==> src/rtl/mem_port_arb_pkg.sv <==
// Shared types and constants for the memory-port arbiter: FSM states, owner and
// read/write encodings, and the latency counter width.
package mem_port_arb_pkg;

    typedef enum logic [1:0] {
        StIdle,
        StAccess,
        StDone
    } arb_state_e;

    localparam logic OWNER_CPU  = 1'b0;
    localparam logic OWNER_LDR  = 1'b1;

    localparam logic RORW_READ  = 1'b0;
    localparam logic RORW_WRITE = 1'b1;

    // Wide enough for MEM_LAT-1 with MEM_LAT up to 15.
    localparam int unsigned CNT_W = 4;

endpackage

==> src/rtl/arb_rr_pick.sv <==
// Two-requester combinational pick: a lone requester wins; a tie goes to the loader
// under fixed priority, otherwise to whichever requester was not served last.
module arb_rr_pick
    import mem_port_arb_pkg::*;
(
    input  logic [1:0] req,
    input  logic       last,
    input  logic       ldr_prio,
    output logic       winner
);

    always_comb begin
        winner = OWNER_CPU;
        if (req == 2'b11) begin
            winner = ldr_prio ? OWNER_LDR : ~last;
        end else if (req[1]) begin
            winner = OWNER_LDR;
        end
    end

endmodule

==> src/rtl/mem_port_arb.sv <==
// CPU/loader arbiter and access sequencer for the single-port program/data memory.
// Every output is a flop; each access holds MEM_EN for MEM_LAT cycles, then pulses DONE.
module mem_port_arb
    import mem_port_arb_pkg::*;
#(
    parameter int unsigned AW       = 8,
    parameter int unsigned DW       = 16,
    parameter int unsigned MEM_LAT  = 2,
    parameter bit          LDR_PRIO = 1'b0
) (
    input  logic          CLK,
    input  logic          RESET_N,
    input  logic          CPU_REQ,
    input  logic          CPU_RORW,
    input  logic [AW-1:0] CPU_ADDR,
    input  logic [DW-1:0] CPU_WDATA,
    output logic          CPU_DONE,
    input  logic          LDR_REQ,
    input  logic          LDR_RORW,
    input  logic [AW-1:0] LDR_ADDR,
    input  logic [DW-1:0] LDR_WDATA,
    output logic          LDR_DONE,
    output logic [DW-1:0] RDATA,
    output logic          BUSY,
    output logic          OWNER,
    output logic          MEM_EN,
    output logic          RORW,
    output logic [AW-1:0] MEM_ADDR,
    output logic [DW-1:0] MEM_WDATA,
    input  logic [DW-1:0] MEM_RDATA
);

    localparam logic [CNT_W-1:0] CNT_INIT = CNT_W'(MEM_LAT - 1);

    arb_state_e       state_q, state_d;
    logic [CNT_W-1:0] cnt_q, cnt_d;
    logic             last_q, last_d;
    logic             owner_q, owner_d;
    logic             rorw_q, rorw_d;
    logic [AW-1:0]    addr_q, addr_d;
    logic [DW-1:0]    wdata_q, wdata_d;
    logic [DW-1:0]    rdata_q, rdata_d;
    logic             mem_en_q, mem_en_d;
    logic             busy_q, busy_d;
    logic             cpu_done_q, cpu_done_d;
    logic             ldr_done_q, ldr_done_d;
    logic             winner;

    arb_rr_pick u_pick (
        .req      ({LDR_REQ, CPU_REQ}),
        .last     (last_q),
        .ldr_prio (LDR_PRIO),
        .winner   (winner)
    );

    always_comb begin
        state_d    = state_q;
        cnt_d      = cnt_q;
        last_d     = last_q;
        owner_d    = owner_q;
        rorw_d     = rorw_q;
        addr_d     = addr_q;
        wdata_d    = wdata_q;
        rdata_d    = rdata_q;
        mem_en_d   = 1'b0;
        busy_d     = 1'b0;
        cpu_done_d = 1'b0;
        ldr_done_d = 1'b0;

        case (state_q)
            StIdle: begin
                if (CPU_REQ || LDR_REQ) begin
                    owner_d  = winner;
                    rorw_d   = (winner == OWNER_LDR) ? LDR_RORW  : CPU_RORW;
                    addr_d   = (winner == OWNER_LDR) ? LDR_ADDR  : CPU_ADDR;
                    wdata_d  = (winner == OWNER_LDR) ? LDR_WDATA : CPU_WDATA;
                    cnt_d    = CNT_INIT;
                    mem_en_d = 1'b1;
                    busy_d   = 1'b1;
                    state_d  = StAccess;
                end
            end
            StAccess: begin
                busy_d = 1'b1;
                if (cnt_q == '0) begin
                    if (rorw_q == RORW_READ) begin
                        rdata_d = MEM_RDATA;
                    end
                    cpu_done_d = (owner_q == OWNER_CPU);
                    ldr_done_d = (owner_q == OWNER_LDR);
                    state_d    = StDone;
                end else begin
                    mem_en_d = 1'b1;
                    cnt_d    = cnt_q - CNT_W'(1);
                end
            end
            StDone: begin
                last_d  = owner_q;
                state_d = StIdle;
            end
            default: begin
                state_d = StIdle;
            end
        endcase
    end

    // Pointer resets to "loader served last" so the CPU takes the first tie.
    always_ff @(posedge CLK or negedge RESET_N) begin
        if (!RESET_N) begin
            state_q    <= StIdle;
            cnt_q      <= '0;
            last_q     <= OWNER_LDR;
            owner_q    <= OWNER_CPU;
            rorw_q     <= RORW_READ;
            addr_q     <= '0;
            wdata_q    <= '0;
            rdata_q    <= '0;
            mem_en_q   <= 1'b0;
            busy_q     <= 1'b0;
            cpu_done_q <= 1'b0;
            ldr_done_q <= 1'b0;
        end else begin
            state_q    <= state_d;
            cnt_q      <= cnt_d;
            last_q     <= last_d;
            owner_q    <= owner_d;
            rorw_q     <= rorw_d;
            addr_q     <= addr_d;
            wdata_q    <= wdata_d;
            rdata_q    <= rdata_d;
            mem_en_q   <= mem_en_d;
            busy_q     <= busy_d;
            cpu_done_q <= cpu_done_d;
            ldr_done_q <= ldr_done_d;
        end
    end

    assign CPU_DONE  = cpu_done_q;
    assign LDR_DONE  = ldr_done_q;
    assign RDATA     = rdata_q;
    assign BUSY      = busy_q;
    assign OWNER     = owner_q;
    assign MEM_EN    = mem_en_q;
    assign RORW      = rorw_q;
    assign MEM_ADDR  = addr_q;
    assign MEM_WDATA = wdata_q;

endmodule

==> config.mk <==
export PLATFORM = sky130hd
export DESIGN_NAME = mem_port_arb
export DESIGN_NICKNAME = d
export VERILOG_FILES = /design/src/rtl/mem_port_arb_pkg.sv /design/src/rtl/arb_rr_pick.sv /design/src/rtl/mem_port_arb.sv
export SDC_FILE = /design/constraint.sdc
export NUM_CORES = 1
export LEC_CHECK = 0
export ABC_AREA = 1
export CAP_MARGIN = 30
export CORE_ASPECT_RATIO = 1.5
export CORE_MARGIN = 1
export CORE_UTILIZATION = 43
export DETAILED_ROUTE_END_ITERATION = 10
export PLACE_DENSITY = 0.95
export SLEW_MARGIN = 30
export SYNTH_ARGS = -nofsm -noshare
export SYNTH_HDL_FRONTEND = slang
export SYNTH_SLANG_ARGS = --single-unit
==> constraint.sdc <==
create_clock -name CLK -period 3.6 [get_ports CLK]
set_input_delay 0.72 -clock CLK [delete_from_list [all_inputs] [get_ports CLK]]
set_output_delay 0.72 -clock CLK [all_outputs]
set_load 0.1 [all_outputs]
* After elaboration in Yosys (flattened, before gate mapping)
Cells that the tools add are included.
** Word-level totals
- Register bits :: 53
- Latch bits :: 0
- RAM bits :: 0
- ROM bits :: 0
- Output and inout bits :: 46
- Logic and storage cells :: 49
- Memories kept :: 0
** Cells by class
- Add/sub/neg operators :: 1
- Multiply operators :: 0
- Divide/modulo/power cells :: 0
- $lt $le $gt $ge :: 0
- Eq/ne operators :: 6
- Shifts and indexed selects :: 0
- Multiplexer cells :: 19
- Bitwise gates (word level) :: 3
- Reduce and logical (&&, ||, !) cells :: 8
** Operators by type and width (number)
- $mux W16 :: 1
- $mux W1 :: 9
- $mux W4 :: 2
- $mux W8 :: 1
- $pmux W4 S2 :: 1
- $ne A2 B2 Y1 const B :: 3
- $reduce_and A3 Y1 :: 2
- $eq A2 B2 Y1 const B :: 2
- $logic_not A4 Y1 :: 1
- $mux W2 :: 2
- $pmux W1 S2 :: 2
- $pmux W2 S2 :: 1
- $reduce_and A2 Y1 :: 2
- $sub A4 B1 Y4 const B :: 1
- $not A1 Y1 :: 3
- $eq A2 B1 Y1 const B :: 1
- $logic_not A2 Y1 :: 1
- $reduce_bool A2 Y1 :: 1
- $logic_or A1 B1 Y1 :: 1

* Depth between registers and ports, before layout
Gate-level depths: netlist (run 1).
- Word-level depth :: 3
- Mapped depth :: 8
- Gate-level depth less buffers :: 7

* Cells and area by module
From an unflattened synthesis (run 1), not the netlist that was laid out.
** Second synthesis, totals
- Cells, all modules :: 270
- Area total of the unflattened synthesis :: 2362.3 sq um
** Modules (own cells, without submodules)
- mem_port_arb :: instances 1, cells each 263, area each 2336.0 sq um, sequential area each 1327.5 sq um
- arb_rr_pick :: instances 1, cells each 7, area each 26.3 sq um, sequential area each 0.0 sq um

* Least setup slack after synthesis (run 1)
OpenSTA, ideal clock, no wires.
- Kind :: register to register
- Start point :: reg rorw_q, in the netlist RORW
- End point :: reg rdata_q[0], in the netlist RDATA[0]
- Setup time :: 0.122 ns
- Data arrival time :: 1.799 ns
- Slack :: 1.679 ns
- Stages on the path, launching flop included :: 5
- Clock period less this slack :: 1.921 ns
- Path through :: dfrtp_1 clkinv_1 clkbuf_1 nand3_1 nand2_1
** Between the ends
- Word-level cells in the longest chain between the ends :: 2
** Ends and longest elaborated chain
- start: declaration :: line mem_port_arb.sv:39 : logic rorw_q, rorw_d;
- start signal: assignment :: line mem_port_arb.sv:127 : rorw_q <= rorw_d;
- $not A1 Y1 (no source line)
- $reduce_and A3 Y1 (no source line)
- end signal: assignment :: line mem_port_arb.sv:130 : rdata_q <= rdata_d;
- end: declaration :: line mem_port_arb.sv:42 : logic [DW-1:0] rdata_q, rdata_d;
Every way passes these cells.
A chain may end at the register's enable or synchronous reset.

* Final worst setup path (run 1)
- Start point :: reg rorw_q, in the netlist RORW
- End point :: out RORW
** RTL lines
- end: declaration :: line mem_port_arb.sv:27 : output logic RORW,
No word-level cell between the ends.

==> results_dict.tcl, run 1 <==
set metrics [dict create \
    status "finished, final reports clean" \
    post_cts_buffers 0 \
    cp_max_fo 3 \
    drc 0 \
    cap_violations 0 \
    cts.path.max_buffers 2 \
    ys_seq_elements 53 \
    antenna_found_initial 0 \
    reg2reg_setup_slack_ns 1.83 \
    design_area_sq_um 3570 \
    overflow 0 \
    post_cts_resized 0 \
    cp_data_arrival_time_ns 1.83 \
    clockRootBuffer "clkbuf_8" \
    syn_inst 263 \
    clock-sinks 53 \
    numPortBuffers 115 \
    grt_max_degree 54 \
    drive_gt1_share_pct 5.87 \
    rows 32 \
    insertion_delay_ns 0.30 \
    crit_chain "clkdlybuf4s50_1" \
    period_share_pct 70.9 \
    detail_route.first_pass.iterations 4 \
    numCtsBuffers 5 \
    viasPerCell 4.97 \
    wl_per_cell_um 13.0 \
    num_vias 2203 \
    endpoint_kind "output pin" \
    hpwlAfterDp_um 4210 \
    grt_pass1_wl_um 9980 \
    gp_congestion 0.768 \
    syn_nets 335 \
    area_delta_synth_final_pct 52.7 \
    worstPathRequired_ns 2.88 \
    synth_cell_type_count 26 \
    grt_pass1_vias 2227 \
    path_class "reg2out" \
    fin_tns_setup_ns 0 \
    ant_nets 0 \
    nets 446 \
    hold-worst-slack_ns 0.429 \
    drtIter0Drc 103 \
    drt-total-wl_um 5780 \
    critPathTopFamily "buffers and inverters" \
    min_period_ns 2.55 \
    start_util_pct 45.0 \
    startpoint "RORW$_DFFE_PN0P_" \
    rsz0062_at_grt "false" \
    hold_viol 0 \
    syn_area_sq_um 2340 \
    fmax_mhz 392 \
    dieWidth_um 62.2 \
    reg2reg_from "last_q$_DFFE_PN1N_" \
    grtUsageTotal_pct 22.1 \
    fin_skew_ns 0.00872 \
    htreeDepth 2 \
    fp.dieArea_sq_um 5750 \
    final_common_cell "clkdlybuf4s50_1" \
    tightest_slew_ns 1.00 \
    placed_area_sq_um 3490 \
    ys_seq_area_share_pct 56.7 \
    cp_slowest_stage_delay_ns 1.15 \
    die_h_um 92.3 \
    coreArea_sq_um 5200 \
    setup_viol 0 \
    yosysWarnings 0 \
    layout_common_cells "114 x clkdlybuf4s50_1, 66 x nand2_1, 52 x dfrtp_1" \
    cp_slowest_cell "clkdlybuf4s50_1" \
    slew_headroom_pct 33.1 \
    worst_setup_path_start_kind "register" \
    maxSlewViolCount 0 \
    cts_tree "done" \
    fill_cells 413 \
    synth_area_per_cell_sq_um 8.90 \
    ios 116 \
    critPathBufInv 1 \
    clkTransAtPathRegs_ns 0.10 \
    cts_hold_buf 0 \
    hp-class "in2async" \
    antenna_cells 0 \
]
-- routing by layer --
| layer | track usage, % | wire (um) | vias up |
|---|---|---|---|
| li1 | - | - | 1077 |
| met1 | 24.3 | 2170 | 1024 |
| met2 | 40.9 | 3150 | 95 |
| met3 | 6.03 | 394 | 7 |
| met4 | 6.40 | 66 | 0 |
| met5 | 0 | 0 | - |
-- final timing paths --
path / end / depth (start not counted)
worst min register to register: CPU_DONE$_DFF_PN0_ / 1
worst min-delay path: cnt_q[1]$_DFFE_PN0P_ / 1
max in group asynchronous: MEM_WDATA[3]$_DFFE_PN0P_ / 1
worst max register to register: MEM_ADDR[2]$_DFFE_PN0P_ / 5
worst max-delay path: RORW / 1
min in group CLK: CPU_DONE$_DFF_PN0_ / 1
-- area by class of cell --
type / instances / area (sq um) / area share (%)
tap: 68 / 85.1 / 2.38
timing repair buffer: 116 / 1160 / 32.4
sequential: 53 / 1330 / 37.2
clock buffer: 5 / 68.8 / 1.93
clock inverter: 3 / 17.5 / 0.490
inverter: 10 / 40.0 / 1.12
multi-input combinational: 188 / 877 / 24.6
-- flip-flops by register name, summed over array words and instances (netlist names) --
name       count
last_q         1
RORW           1
cnt_q          4
BUSY           1
OWNER          1
CPU_DONE       1
MEM_ADDR       8
LDR_DONE       1
RDATA         16
MEM_EN         1
MEM_WDATA     16
state_q        2
-- kinds of logic after synthesis --
group / Yosys count / share of synthesized area (%)
AOI/OAI and AO/OA: 58 / 12.6
adders and majority gates: 2 / 1.07
and+or+nand+nor: 127 / 23.4
xor gates and xnor gates: 1 / 0.374
buffers and inverters: 22 / 5.77
DFF: 53 / 56.7
-- through the flow --
| stage | util [%] | instances | setup WS (ns) |
|---|---|---|---|
| 2_1_floorplan | - | 263 | 1.68 |
| 3_3_place_gp | 66.9 | 435 | 1.19 |
| 3_5_place_dp | 67.0 | 435 | 1.06 |
| 4_1_cts | 68.6 | 443 | 1.04 |
| 5_1_grt | 68.6 | 443 | 0.987 |
| 6_report | 68.6 | 443 | 1.05 |
-- cells in the mapped netlist --
| cell type | instances | area [sq um] |
|---|---|---|
| a31oi_1 | 1 | 6.26 |
| clkinv_1 | 1 | 3.75 |
| inv_2 | 2 | 7.51 |
| inv_4 | 1 | 6.26 |
| nor2_4 | 2 | 22.5 |
| o21ai_0 | 48 | 240 |
| nand2_2 | 3 | 18.8 |
| buf_2 | 2 | 10.0 |
| nand2_1 | 66 | 248 |
| dfrtp_1 | 52 | 1300 |
| a21oi_1 | 1 | 5.00 |
| nand4_1 | 1 | 6.26 |
| o21ai_2 | 1 | 8.76 |
| clkbuf_1 | 1 | 3.75 |
| nand2_4 | 1 | 11.3 |
| buf_6 | 5 | 56.3 |
| clkbuf_2 | 2 | 10.0 |
| o21ai_1 | 7 | 35.0 |
| nor2_1 | 35 | 131 |
| buf_4 | 2 | 15.0 |
| nand3_1 | 18 | 90.1 |
| xor2_1 | 1 | 8.76 |
| nor2_8 | 1 | 20.0 |
| dfstp_2 | 1 | 26.3 |
| ha_1 | 2 | 25.0 |
| inv_1 | 6 | 22.5 |
Power of run 1 is left out: the tool's default activity adds up to more than one toggle a clock period on the data nets, which glitch-free logic cannot reach.
==> inputs of run 2 (changes only) <==
Settings changed: CORE_UTILIZATION 43 to 40, PLACE_DENSITY 0.95 to 0.9.
Clock period 3.6 ns to 2.6 ns, I/O delays scaled along.
==> results_dict.tcl, run 2 (synthesis gave the netlist of run 1 again) <==
set metrics [dict create \
    cp_slowest_cell "clkdlybuf4s50_1" \
    fp.dieArea_sq_um 6170 \
    critPathBufInv 2 \
    final_common_cell "clkdlybuf4s50_1" \
    ant_nets 0 \
    nets 450 \
    numPortBuffers 115 \
    drt-total-wl_um 6000 \
    drtIter0Drc 70 \
    path_class "in2reg" \
    grt_pass1_vias 2265 \
    dieWidth_um 64.4 \
    start_util_pct 42.3 \
    setup_viol 0 \
    hold_viol 0 \
    ios 116 \
    rsz0062_at_grt "false" \
    tightest_slew_ns 0.516 \
    cts_tree "done" \
    grtUsageTotal_pct 21.3 \
    hp-class "in2async" \
    period_share_pct 66.2 \
    endpoint_kind "register" \
    startpoint "LDR_REQ" \
    cts.path.max_buffers 2 \
    cp_data_arrival_time_ns 1.93 \
    insertion_delay_ns 0.30 \
    crit_chain "clkdlybuf4s50_1 -> nand2_2 -> inv_2 -> o21ai_0 -> o21ai_0" \
    reg2reg_from "cnt_q[0]$_DFFE_PN0P_" \
    htreeDepth 2 \
    cap_violations 0 \
    crit_top_cell "o21ai_0" \
    antenna_found_initial 0 \
    viasPerCell 4.85 \
    clock-sinks 53 \
    critPathTopFamily "buffers and inverters" \
    drc 0 \
    fin_tns_setup_ns 0 \
    clkTransAtPathRegs_ns 0.09 \
    worstPathRequired_ns 2.81 \
    grt_max_degree 28 \
    min_period_ns 1.72 \
    post_cts_buffers 0 \
    status "finished, final reports clean" \
    die_h_um 95.7 \
    wl_per_cell_um 13.4 \
    worst_setup_path_start_kind "input pin" \
    layout_common_cells "68 x clkdlybuf4s50_1, 66 x nand2_1, 52 x dfrtp_1" \
    clockRootBuffer "clkbuf_8" \
    overflow 0 \
    hpwlAfterDp_um 4640 \
    grt_pass1_wl_um 10100 \
    rows 33 \
    maxSlewViolCount 0 \
    slew_headroom_pct 65.4 \
    detail_route.first_pass.iterations 6 \
    antenna_cells 0 \
    fin_skew_ns 0.00665 \
    cts_hold_buf 0 \
    area_delta_synth_final_pct 49.5 \
    coreArea_sq_um 5530 \
    fmax_mhz 581 \
    cp_max_fo 26 \
    drive_gt1_share_pct 19.0 \
    post_cts_resized 0 \
    num_vias 2179 \
    gp_congestion 0.782 \
    cp_slowest_stage_delay_ns 0.53 \
    reg2reg_setup_slack_ns 1.02 \
    numCtsBuffers 5 \
]
==> run 2: worst reg2reg max path, stage by stage, from the launching register on <==
cell     delay, ns
dfrtp_1       0.39
inv_1         0.13
ha_1          0.18
nand2_2       0.11
nor2_8        0.30
nand2_4       0.20
nand2_1       0.10
nand2_1       0.06
==> run 2: stage by stage <==
stage | util [%] | setup slack, ns | instances | hold WS (ns) | area (sq um)
6_report | 63.2 | 0.880 | 449 | 0.0591 | 3500
5_1_grt | 63.2 | 0.731 | 449 | 0.0445 | 3500
4_1_cts | 63.2 | 0.860 | 449 | 0.0538 | 3500
3_5_place_dp | 61.5 | 0.529 | 441 | 0.387 | 3400
3_3_place_gp | 61.5 | 0.628 | 441 | 0.387 | 3400
2_1_floorplan | - | 0.679 | 263 | 0.224 | 2340
==> run 2: path summary, 6_finish.rpt <==
kind / depth (start not counted) / end
worst max-delay path: 5 / MEM_WDATA[0]$_DFFE_PN0P_
worst min register to register: 1 / CPU_DONE$_DFF_PN0_
min in group CLK: 1 / CPU_DONE$_DFF_PN0_
worst max register to register: 7 / RDATA[7]$_DFFE_PN0P_
worst min-delay path: 1 / RDATA[3]$_DFFE_PN0P_
max in group asynchronous: 2 / last_q$_DFFE_PN1N_
==> run 2: cell type report <==
cell class | count | area [sq um]
Clock buffer | 6 | 82.6
Clock inverter | 2 | 13.8
Fill cell | 499 | 2040
Inverter | 10 | 40.0
Multi-Input combinational cell | 188 | 877
Sequential cell | 53 | 1330
Tap cell | 70 | 87.6
Timing Repair Buffer | 120 | 1070
==> run 2: per-layer routing <==
metal	global-route usage [%]	part of all wire, %	vias up
met5	0	0	-
met4	5.93	1.1	0
met3	3.95	6.0	6
met2	40.7	55	92
met1	23.7	38	995
li1	-	-	1086
Power of run 2 is left out for the same reason.
